File: src/rtl/store_buffer_n.sv
// Committed-store buffer: circular FIFO draining to the d-cache in order, with
// youngest-match load forwarding. Define SB_COALESCE_EN to merge same-address pushes.
module store_buffer_n #(
    parameter int DEPTH  = 4,
    parameter int ADDR_W = 32,
    parameter int DATA_W = 32
) (
    input  logic                    clk,
    input  logic                    rst,
    input  logic                    st_valid,
    input  logic [ADDR_W-1:0]       st_addr,
    input  logic [DATA_W-1:0]       st_data,
    output logic                    st_ready,
    input  logic                    ld_valid,
    input  logic [ADDR_W-1:0]       ld_addr,
    output logic                    sb_hit,
    output logic                    sb_valid,
    output logic [DATA_W-1:0]       sb_data,
    output logic                    dr_valid,
    output logic [ADDR_W-1:0]       dr_addr,
    output logic [DATA_W-1:0]       dr_data,
    input  logic                    dr_ready,
    output logic                    empty,
    output logic [$clog2(DEPTH):0]  count
);

    localparam int PTR_W = $clog2(DEPTH);
    localparam int CNT_W = PTR_W + 1;
    localparam logic [CNT_W-1:0] FULL_CNT = CNT_W'(DEPTH);

    logic [ADDR_W-1:0] addr_q [DEPTH];
    logic [DATA_W-1:0] data_q [DEPTH];
    logic [DEPTH-1:0]  valid_q;
    logic [PTR_W-1:0]  head_q, head_d;
    logic [PTR_W-1:0]  tail_q, tail_d;
    logic [CNT_W-1:0]  count_q, count_d;

    logic              pop;
    logic              push;
    logic              alloc;
    logic              coalesce;
    logic [PTR_W-1:0]  youngest;
    logic [DEPTH-1:0]  match;

    assign youngest = tail_q - PTR_W'(1);
    assign dr_valid = (count_q != '0);
    assign dr_addr  = addr_q[head_q];
    assign dr_data  = data_q[head_q];
    assign pop      = dr_valid && dr_ready;

`ifdef SB_COALESCE_EN
    // Merging into an entry that is leaving this cycle would lose the store.
    assign coalesce = st_valid && (count_q != '0) && valid_q[youngest]
                      && (addr_q[youngest] == st_addr)
                      && !((youngest == head_q) && pop);
`else
    assign coalesce = 1'b0;
`endif

    assign st_ready = (count_q != FULL_CNT) || pop || coalesce;
    assign push     = st_valid && st_ready;
    assign alloc    = push && !coalesce;
    assign empty    = (count_q == '0);
    assign count    = count_q;

    genvar gi;
    generate
        for (gi = 0; gi < DEPTH; gi++) begin : g_match
            assign match[gi] = ld_valid && valid_q[gi] && (addr_q[gi] == ld_addr);
        end
    endgenerate

    // Walk oldest to youngest so the last match seen is the youngest one.
    always_comb begin
        sb_hit  = 1'b0;
        sb_data = '0;
        for (int i = 0; i < DEPTH; i++) begin
            if (match[head_q + PTR_W'(i)]) begin
                sb_hit  = 1'b1;
                sb_data = data_q[head_q + PTR_W'(i)];
            end
        end
    end
    assign sb_valid = sb_hit;

    always_comb begin
        head_d  = head_q;
        tail_d  = tail_q;
        count_d = count_q;
        if (pop)   head_d = head_q + PTR_W'(1);
        if (alloc) tail_d = tail_q + PTR_W'(1);
        case ({alloc, pop})
            2'b10:   count_d = count_q + CNT_W'(1);
            2'b01:   count_d = count_q - CNT_W'(1);
            default: count_d = count_q;
        endcase
    end

    always_ff @(posedge clk) begin
        if (rst) begin
            valid_q <= '0;
            head_q  <= '0;
            tail_q  <= '0;
            count_q <= '0;
        end else begin
            // When full, head==tail: the allocate must win over the pop clear.
            if (pop)   valid_q[head_q] <= 1'b0;
            if (alloc) valid_q[tail_q] <= 1'b1;
            head_q  <= head_d;
            tail_q  <= tail_d;
            count_q <= count_d;
        end
    end

    always_ff @(posedge clk) begin
        if (!rst) begin
            if (alloc) begin
                addr_q[tail_q] <= st_addr;
                data_q[tail_q] <= st_data;
            end else if (coalesce) begin
                data_q[youngest] <= st_data;
            end
        end
    end

endmodule

File: config.mk
export PLATFORM = sky130hd
export DESIGN_NAME = store_buffer_n
export DESIGN_NICKNAME = d
export VERILOG_FILES = /design/src/rtl/store_buffer_n.sv
export SDC_FILE = /design/constraint.sdc
export NUM_CORES = 1
export LEC_CHECK = 0
export BUFFER_PORTS_ARGS = -buffer_cell sky130_fd_sc_hd__buf_4
export CORE_ASPECT_RATIO = 0.9
export CORE_MARGIN = 3
export CORE_UTILIZATION = 59
export CTS_CLUSTER_DIAMETER = 30
export DETAILED_ROUTE_END_ITERATION = 8
export HOLD_SLACK_MARGIN = 0.03
export PLACE_DENSITY = 0.78
export SETUP_SLACK_MARGIN = 0.15
export SYNTH_ARGS = -nofsm -noshare
export SYNTH_HDL_FRONTEND = slang
export SYNTH_SLANG_ARGS = --single-unit
File: constraint.sdc
create_clock -name clk -period 3.9 [get_ports clk]
set_input_delay 0.195 -clock clk [delete_from_list [all_inputs] [get_ports clk]]
set_output_delay 0.195 -clock clk [all_outputs]
set_load 0.05 [all_outputs]
==> impl_metrics.toml <==
[outcome]
status = "finished, final reports clean"

[timing]
worst_pin_slew_ps = 1060
rsz0062_at_grt = "false"
setup_viol = 0
hold_violations = 0
setup_ws_ps = 233
relSlewSlack_pct = 29.2
fin_tns_setup_ps = 0
fin_skew_ps = 16.5
slew_viol_final = 0
period_share_pct = 94.0
fmax_mhz = 273
layout_min_cycle_time_ps = 3670

[setup_path]
critPathMaxFanout = 62
worst_r2r_path_depth = 9
regToRegSetupSlack_ps = 1180
startpoint_type = "flip-flop"
arrival_ps = 3470
worstPathRequired_ps = 3700
regToRegEndpoint = "count[2]"
critPathKind = "reg -> out"
r2r_start = "count[0]"
setup.worst_path.end_class = "primary output"

[global_routing]
grt_pass1_wl_um = 59900
grt_max_degree = 65
grt_remaining_overflow = 0
grt_usage_pct = 28.2
grt_pass1_vias = 10300
antenna_found_initial = 4

[min_path]
hp-start = "st_valid"
hold_depth = 4
holdPathEnd = "tail_q[1]"
hold_path_class = "in -> reg"

[place]
dp_hpwl_um = 24300
gp_congestion = 0.875
dp.cells = 1457
port_buffers = 204
dp_slack_ps = 642
dpl_cell_area_um2 = 17000

[routing]
via_per_inst = 6.42
ant_nets = 0
routed_wl_um = 39800
drt_iter0_drc = 1133
wire_per_inst_um = 24.5
drc = 0
vias = 10400
drtPass1Iterations = 5

[synthesis]
ys_async_sr_fraction_pct = 0
synth.top_cell.area_share_pct = 50.7
syn_area_um2 = 15200
ys_ff_latch = 269
synth-main-ff-cell = "edfxtp_1"
synth_cell_types = 47
synthTopCellsByCount = "edfxtp_1, mux4_2, xnor2_1, xor2_1, inv_1"
synth-edff-count = 256
ys_warn_count = 0
synth_most_common_cell = "edfxtp_1"
synth.area.top_cells = "edfxtp_1, mux4_2, xnor2_1"
yosysTopAreaCell = "edfxtp_1"
yosysSeqAreaShare_pct = 52.4
postSynthCellCount = 960
syn_nets = 1071
syn-mean-instance-area_um2 = 15.8

[cts]
clkLatencyLatePin_ps = 550
root_buffer = "clkbuf_16"
clkSlewWorstSetupHoldPaths_ps = 50
h-tree-depth = 2
numCtsBuffers = 51
cts_tree = "done"
cts.sinks = 269
clk_path_buf_depth = 3

[power]
powerDensity_nw_per_um2 = 596
total_power_mw = 11.6
leakage_nw = 6.63
ir_worst_vdd_uv = 412

[floorplan]
die-area_um2 = 27700
start_util_pct = 60.2
fp.dieH_um = 158
fp.dieW_um = 175
io_pins = 205
coreArea_um2 = 25200
row_count = 55

[final_layout]
drive_above_1_share_pct = 39.3
fin_cells = 1622
fillCellCount = 1409
nNetsFinal = 1345
design_area_um2 = 19500
areaGrowthSynthToFinish_pct = 28.8

[flow_run]
max_cap_viol_count = 0
[through the flow]
step / hold slack [ps] / utilization (%)
finish: 205 / 77.5
global route: 214 / 77.5
CTS: 178 / 77.1
detailed placement: 398 / 67.6
global placement: 396 / 67.6
floorplan: 264 / -
[layout by cell type (no fill, tap or decap), drive strengths merged, types with 32 or more instances in the layout]
cell type	count
inv	48
nor3b	32
xor2	54
xnor2	77
mux4	156
nand3	38
dlygate4sd3	65
clkbuf	59
buf	223
and2	36
o311a	32
edfxtp	256
[routing by layer]
metal	part of all wire [%]	vias to the layer above	routed length, µm	GRT usage, %
met5	0	-	0	0
met4	2.3	0	911	8.36
met3	9.7	81	3870	6.16
met2	50	623	19700	46.8
met1	38	5256	15300	38.4
li1	-	4450	-	-
[state kept, by name, summed over array words and instances (netlist names), named ones only]
signal   count
data_q     128
count        3
addr_q     128
valid_q      4
tail_q       2
head_q       2
[worst max-delay path by stage]
stage                        startpoint  depth (start not counted)           end  slack [ps]
after floorplan                count[0]                          6  addr_q[0][0]         220
after global placement     addr_q[2][4]                         10    sb_data[5]         680
after detailed placement  addr_q[2][31]                         10    sb_data[4]         640
after CTS                 addr_q[0][28]                          9    sb_data[0]         150
after global routing      addr_q[1][25]                          9    sb_data[4]         170
final                     addr_q[1][22]                          9    sb_data[4]         230
[layout make-up]
type	instances	area (µm²)	share of cell area, %
Inverter	42	158	0.808
Timing Repair Buffer	288	2380	12.2
Clock inverter	36	388	1.99
Tap cell	342	428	2.19
Sequential cell	269	7960	40.8
Multi-Input combinational cell	582	6860	35.1
Antenna cell	4	10.0	0.0513
Clock buffer	59	1340	6.85
[where the power goes]
part	internal, mW	leakage, nW	switching, mW	total [mW]
clock network	2.86	0.822	1.47	4.33
registers	3.33	2.43	0.229	3.56
logic	1.68	3.37	2.06	3.74
total	7.87	6.63	3.76	11.6
[kinds of logic (layout without fill, tap and decap cells)]
logic type               after synthesis  after routing  share of synthesized area [%]
flip-flops                           269            269                           52.4
AND/OR/NAND/NOR                      229            229                           9.29
multiplexers                         160            160                           23.5
XOR/XNOR                             131            131                           7.57
buffers and inverters                109            425                           3.25
AO/OA/AOI/OAI                         52             52                           3.13
adder cells (fa/ha/maj)               10             10                          0.875
other                                  0              4                              0
[what timing repair did]
action,4_1_cts,5_1_grt
setup buffers,0,1
endpoints found under the setup margin,20,32
pin swaps,0,1
hold buffers,65,0
gates cloned,0,0
gates resized for setup,4,12
endpoints found under the hold margin,269,0
[worst max-delay path, cell delays in order (launching register included)]
cell      delay [ps]
edfxtp_1         390
xnor2_1          210
nand4_1          240
or4_4            640
nor4b_2          330
a2111o_2         170
buf_12           260
nor3b_1          100
o311a_1          350
buf_4            210
No activity file was read; power rests on OpenSTA's default activity.
